==> config.mk <==
export PLATFORM = sky130hd
export DESIGN_NAME = io_pwr_seq_ctrl
export DESIGN_NICKNAME = d
export VERILOG_FILES = /design/src/rtl/io_pwr_seq_ctrl.sv
export SDC_FILE = /design/constraint.sdc
export NUM_CORES = 1
export LEC_CHECK = 0
export ABC_AREA = 1
export ABC_CLOCK_PERIOD_IN_PS = 3240
export CELL_PAD_IN_SITES_DETAIL_PLACEMENT = 0
export CELL_PAD_IN_SITES_GLOBAL_PLACEMENT = 1
export CORE_MARGIN = 4
export CORE_UTILIZATION = 50
export DETAILED_ROUTE_END_ITERATION = 10
export DONT_BUFFER_PORTS = 1
export PLACE_DENSITY = 0.8
export SLEW_MARGIN = 20
export SYNTH_ARGS = -nofsm -noshare
export SYNTH_HDL_FRONTEND = slang
export SYNTH_SLANG_ARGS = --single-unit
export TNS_END_PERCENT = 50
==> constraint.sdc <==
create_clock -name clk -period 3.24 [get_ports clk]
set_clock_uncertainty 0.1 [all_clocks]
set_input_delay 0.486 -clock clk [delete_from_list [all_inputs] [get_ports clk]]
set_output_delay 0.486 -clock clk [all_outputs]
set_load 0.005 [all_outputs]
==> src/rtl/io_pwr_seq_ctrl.sv <==
// rtl/io_pwr_seq_ctrl.sv - EG1D80V pad-ring power sequencer; optional supply-wait timeout via IO_PWR_SEQ_TIMEOUT_EN
module io_pwr_seq_ctrl #(
    parameter int SYNC_STAGES    = 2,
    parameter int STABLE_CYCLES  = 16,
    parameter int ISO_DELAY      = 4,
    parameter int CNT_W          = 12,
    parameter int TIMEOUT_CYCLES = 1024
) (
    input  logic       clk,
    input  logic       rst_n,
    input  logic       vdd_ok_a,
    input  logic       vddio_ok_a,
    input  logic       seq_req_i,
    input  logic       fault_clr_i,
    output logic       pad_iso_o,
    output logic       pad_ie_en_o,
    output logic       pad_oe_en_o,
    output logic       pwr_good_o,
    output logic       fault_o,
    output logic [2:0] state_o
);

    typedef enum logic [2:0] {
        S_OFF   = 3'd0,
        S_WAIT  = 3'd1,
        S_REL   = 3'd2,
        S_EN    = 3'd3,
        S_ON    = 3'd4,
        S_SHDN  = 3'd5,
        S_FAULT = 3'd6
    } state_t;

    localparam logic [CNT_W-1:0] C_STABLE_LAST = CNT_W'(STABLE_CYCLES - 1);
    localparam logic [CNT_W-1:0] C_ISO_LAST    = CNT_W'(ISO_DELAY - 1);
    localparam logic [CNT_W-1:0] C_ONE         = CNT_W'(1);
`ifdef IO_PWR_SEQ_TIMEOUT_EN
    localparam logic [CNT_W-1:0] C_TO_LAST     = CNT_W'(TIMEOUT_CYCLES - 1);
`endif

    // Reject parameter sets the shared counter or synchronizer cannot support
    generate
        if (SYNC_STAGES < 2 || SYNC_STAGES > 4 || STABLE_CYCLES < 1 || ISO_DELAY < 1 ||
            (2 ** CNT_W) <= STABLE_CYCLES || (2 ** CNT_W) <= ISO_DELAY ||
            (2 ** CNT_W) <= TIMEOUT_CYCLES) begin : g_bad_cfg
            $error("io_pwr_seq_ctrl: illegal parameter set");
        end
    endgenerate

    logic [SYNC_STAGES-1:0] r_vdd_sync;
    logic [SYNC_STAGES-1:0] r_vddio_sync;
    logic                   w_sup_ok;
    state_t                 r_state;
    state_t                 w_next;
    logic [CNT_W-1:0]       r_cnt;
    logic [CNT_W-1:0]       w_cnt_next;
    logic                   r_iso, r_ie, r_oe, r_pg, r_fault;
    logic                   w_iso, w_ie, w_oe, w_pg, w_fault;

    // Independent synchronizer chains for the two asynchronous supply-good flags
    always_ff @(posedge clk or negedge rst_n) begin
        if (!rst_n) begin
            r_vdd_sync   <= '0;
            r_vddio_sync <= '0;
        end else begin
            r_vdd_sync   <= {r_vdd_sync[SYNC_STAGES-2:0], vdd_ok_a};
            r_vddio_sync <= {r_vddio_sync[SYNC_STAGES-2:0], vddio_ok_a};
        end
    end

    assign w_sup_ok = r_vdd_sync[SYNC_STAGES-1] & r_vddio_sync[SYNC_STAGES-1];

    // Next-state and shared counter; the counter clears whenever it is not actively timing
    always_comb begin
        w_next     = r_state;
        w_cnt_next = '0;
        case (r_state)
            S_OFF: begin
                if (seq_req_i && w_sup_ok) begin
                    w_next = S_WAIT;
                end
`ifdef IO_PWR_SEQ_TIMEOUT_EN
                else if (seq_req_i) begin
                    if (r_cnt == C_TO_LAST) begin
                        w_next = S_FAULT;
                    end else begin
                        w_cnt_next = r_cnt + C_ONE;
                    end
                end
`endif
            end
            S_WAIT: begin
                if (!w_sup_ok || !seq_req_i) begin
                    w_next = S_OFF;
                end else if (r_cnt == C_STABLE_LAST) begin
                    w_next = S_REL;
                end else begin
                    w_cnt_next = r_cnt + C_ONE;
                end
            end
            S_REL: begin
                if (!w_sup_ok) begin
                    w_next = S_FAULT;
                end else if (!seq_req_i) begin
                    w_next = S_SHDN;
                end else if (r_cnt == C_ISO_LAST) begin
                    w_next = S_EN;
                end else begin
                    w_cnt_next = r_cnt + C_ONE;
                end
            end
            S_EN, S_ON: begin
                if (!w_sup_ok) begin
                    w_next = S_FAULT;
                end else if (!seq_req_i) begin
                    w_next = S_SHDN;
                end else begin
                    w_next = S_ON;
                end
            end
            S_SHDN: begin
                w_next = S_OFF;
            end
            S_FAULT: begin
                if (fault_clr_i && !seq_req_i) begin
                    w_next = S_OFF;
                end
            end
            default: begin
                w_next = S_FAULT;
            end
        endcase
    end

    // Pad-control decode of the state being entered, so registered outputs track state_o
    always_comb begin
        w_iso   = 1'b1;
        w_ie    = 1'b0;
        w_oe    = 1'b0;
        w_pg    = 1'b0;
        w_fault = 1'b0;
        case (w_next)
            S_REL, S_SHDN: begin
                w_iso = 1'b0;
                w_ie  = 1'b1;
            end
            S_EN: begin
                w_iso = 1'b0;
                w_ie  = 1'b1;
                w_oe  = 1'b1;
            end
            S_ON: begin
                w_iso = 1'b0;
                w_ie  = 1'b1;
                w_oe  = 1'b1;
                w_pg  = 1'b1;
            end
            S_FAULT: begin
                w_fault = 1'b1;
            end
            default: begin
            end
        endcase
    end

    // State, counter and glitch-free pad outputs; reset isolates the pads immediately
    always_ff @(posedge clk or negedge rst_n) begin
        if (!rst_n) begin
            r_state <= S_OFF;
            r_cnt   <= '0;
            r_iso   <= 1'b1;
            r_ie    <= 1'b0;
            r_oe    <= 1'b0;
            r_pg    <= 1'b0;
            r_fault <= 1'b0;
        end else begin
            r_state <= w_next;
            r_cnt   <= w_cnt_next;
            r_iso   <= w_iso;
            r_ie    <= w_ie;
            r_oe    <= w_oe;
            r_pg    <= w_pg;
            r_fault <= w_fault;
        end
    end

    assign pad_iso_o   = r_iso;
    assign pad_ie_en_o = r_ie;
    assign pad_oe_en_o = r_oe;
    assign pwr_good_o  = r_pg;
    assign fault_o     = r_fault;
    assign state_o     = r_state;

endmodule

==> flow_metrics.tcl <==
set metrics [dict create \
    status "finished, final reports clean" \
    startpoint_type "flip-flop" \
    cp-end-kind "flip-flop" \
    design_area_um2 1321 \
    final_antenna_net_count 0 \
    postCtsSetupBuffers 0 \
    cts_sinks 24 \
    finalCritPeriodShare_pct 51.44 \
    utilization_pct 58.05 \
    antenna_found_initial 0 \
    numCtsBuffers 3 \
    grt_max_degree 25 \
    final_cell_mix "23 x dfrtp_1, 22 x nand2_1, 21 x nor2_1" \
    yosysTopAreaCell "dfrtp_1" \
    synth_area_per_cell_um2 8.732 \
    initial_core_util_pct 54.48 \
    grt_use_total_pct 14.69 \
    htreeDepth 1 \
    ios 14 \
    die-area_um2 3341 \
    wl_per_cell_um 11.61 \
    layout-drive-gt1-share_pct 23.29 \
    vdd_drop_max_mv 0.7570 \
    multi_input_area_um2 551.8 \
    synthDistinctLibCells 25 \
    vias 894 \
    die_y_um 57.80 \
    cts_root_buffer "clkbuf_4" \
    critPathKind "reg2reg" \
    area_growth_pct 6.559 \
    die_x_um 57.80 \
    power_density_nw_per_um2 726.7 \
    totalWireLength_mm 2.020 \
    clkLatencyLatePin_ns 0.30 \
    netlist_area_um2 1240 \
    rr_worst_depth 7 \
    hold_viol 0 \
    antennaDiodeCount 0 \
    grt_setup_unrepaired "no" \
    drt_iter0_markers 20 \
    seqCellArea_um2 601.8 \
    required_ns 3.34 \
    grt_pass1_vias 847 \
    drc_errors 0 \
    ys_seq_area_share_pct 48.54 \
    max_freq_mhz 600.1 \
    final.setup.tns_ns 0 \
    dpl.hpwl_mm 1.567 \
    synth_top_area_share_pct 46.42 \
    num_rows 17 \
    place.gp.congestion 0.7772 \
    arrival_ns 1.77 \
    grt_pass1_wl_mm 3.739 \
    overflow 0 \
    worstMarginPinSlew_ns 0.5085 \
    drt-pass1-iter-count 4 \
    maxSlewViolCount 0 \
    relSlewSlack_pct 66.10 \
    cts_tree "done" \
    synth_cells 142 \
    path_max_fanout 7 \
    place_area_um2 1264 \
    fp.coreArea_um2 2276 \
    cts_buffer_depth 2 \
    synth-seq-cells 24 \
    io_buffers 0 \
    cts.clk_slew.worst_paths_ns 0.13 \
    drv_cap 0 \
    fin_crit_ns 1.667 \
    ys_warn_count 0 \
    p_leak_nw 0.5860 \
    n_fill_cell 217 \
    final-setup-viol-count 0 \
    hp-class "in2async" \
    fin_nets 154 \
    synth_area_leaders "dfrtp_1 46%, nand2_1 6.7%, nor2_1 6.4%, inv_1 5.1%, nand2_2 4.0%" \
    viasPerCell 5.138 \
    syn-num-nets 149 \
    layout_commonest_cell "dfrtp_1" \
]
[final timing paths]
check                                          start                        end  slack (ns)
hold / removal                                 rst_n        r_cnt[10]$_DFF_PN0_        0.03
setup reg to reg                  r_cnt[0]$_DFF_PN0_         r_cnt[7]$_DFF_PN0_        1.57
setup / recovery                  r_cnt[0]$_DFF_PN0_         r_cnt[7]$_DFF_PN0_        1.57
hold reg to reg            r_vddio_sync[0]$_DFF_PN0_  r_vddio_sync[1]$_DFF_PN0_        0.26
min in group clk                          vddio_ok_a  r_vddio_sync[0]$_DFF_PN0_        0.09
max in group asynchronous                      rst_n        pad_iso_o$_DFF_PN1_        2.65
[metal layers]
layer | wire [µm] | vias up | GRT usage, %
met2 | 933 | 15 | 22.74
met1 | 967 | 423 | 20.28
met5 | 0 | - | 0
li1 | - | 454 | -
met4 | 23 | 0 | 5.960
met3 | 95 | 2 | 2.673
[worst max-delay path, stage by stage, from the launching register on]
cell	delay, ns
dfrtp_1	0.39
ha_1	0.22
nor3b_1	0.26
nand2_2	0.10
nand4_1	0.08
nand2_1	0.16
inv_1	0.19
nor2_1	0.07
[final cells by class]
type	instances	area share, %
flip-flops and latches	24	45.55
multi-input cells	97	41.76
inverters	20	5.682
well taps	28	2.652
clock inverters	1	2.273
clock buffers	3	1.705
repair buffers	1	0.3788
[per-stage QoR]
stage          power, mW  instances  setup WS, ns  hold slack [ns]
2_1_floorplan     0.7092        142         1.725          0.09041
3_3_place_gp      0.7521        169         1.608          0.09087
3_5_place_dp      0.7535        169         1.576          0.09087
4_1_cts           0.9730        174         1.554          0.07981
5_1_grt            1.038        174         1.358          0.04388
6_report          0.9602        174         1.573          0.03098
[sequential cells by signal, indices dropped and copies added (netlist names)]
name          count
r_vddio_sync      2
state_o           3
pwr_good_o        1
pad_iso_o         1
fault_o           1
pad_oe_en_o       1
r_vdd_sync        2
pad_ie_en_o       1
r_cnt            12
[synth_stat cells]
| master | instances |
|---|---|
| o21ai_2 | 1 |
| o211ai_1 | 1 |
| nor2_2 | 8 |
| o21ai_1 | 2 |
| nand2_2 | 8 |
| nor2_1 | 21 |
| ha_1 | 1 |
| nand3_2 | 1 |
| dfstp_2 | 1 |
| nor3_1 | 1 |
| a21oi_4 | 2 |
| a21oi_1 | 5 |
| nand3_4 | 2 |
| buf_6 | 1 |
| o21ai_0 | 3 |
| nand2_4 | 3 |
| nand3_1 | 9 |
| inv_1 | 17 |
| nor3b_1 | 1 |
| inv_2 | 3 |
| nand2_1 | 22 |
| xnor2_1 | 1 |
| nand4_1 | 4 |
| xor2_1 | 1 |
| dfrtp_1 | 23 |
[where the power goes]
| group | leakage [nW] | switching [mW] | internal [mW] | total (mW) |
|---|---|---|---|---|
| Clock | 0.0279 | 0.0836 | 0.125 | 0.209 |
| Sequential | 0.311 | 0.0490 | 0.355 | 0.404 |
| Combinational | 0.247 | 0.224 | 0.123 | 0.347 |
| Total | 0.586 | 0.357 | 0.603 | 0.960 |
[repair_timing]
| item | 4_1_cts | 5_1_grt |
|---|---|---|
| hold buffers | 1 | 0 |
| endpoints found under the hold margin | 24 | 0 |
| resized for setup | 0 | 0 |
[cell families after synthesis]
group / count (synthesis) / synth area share [%]
DFF: 24 / 48.54
xor gates and xnor gates: 2 / 1.413
AOI/OAI and AO/OA: 14 / 7.971
buffers and inverters: 21 / 6.962
adders and majority gates: 1 / 1.009
and+or+nand+nor: 80 / 34.11
(Power assumes the default switching activity.)
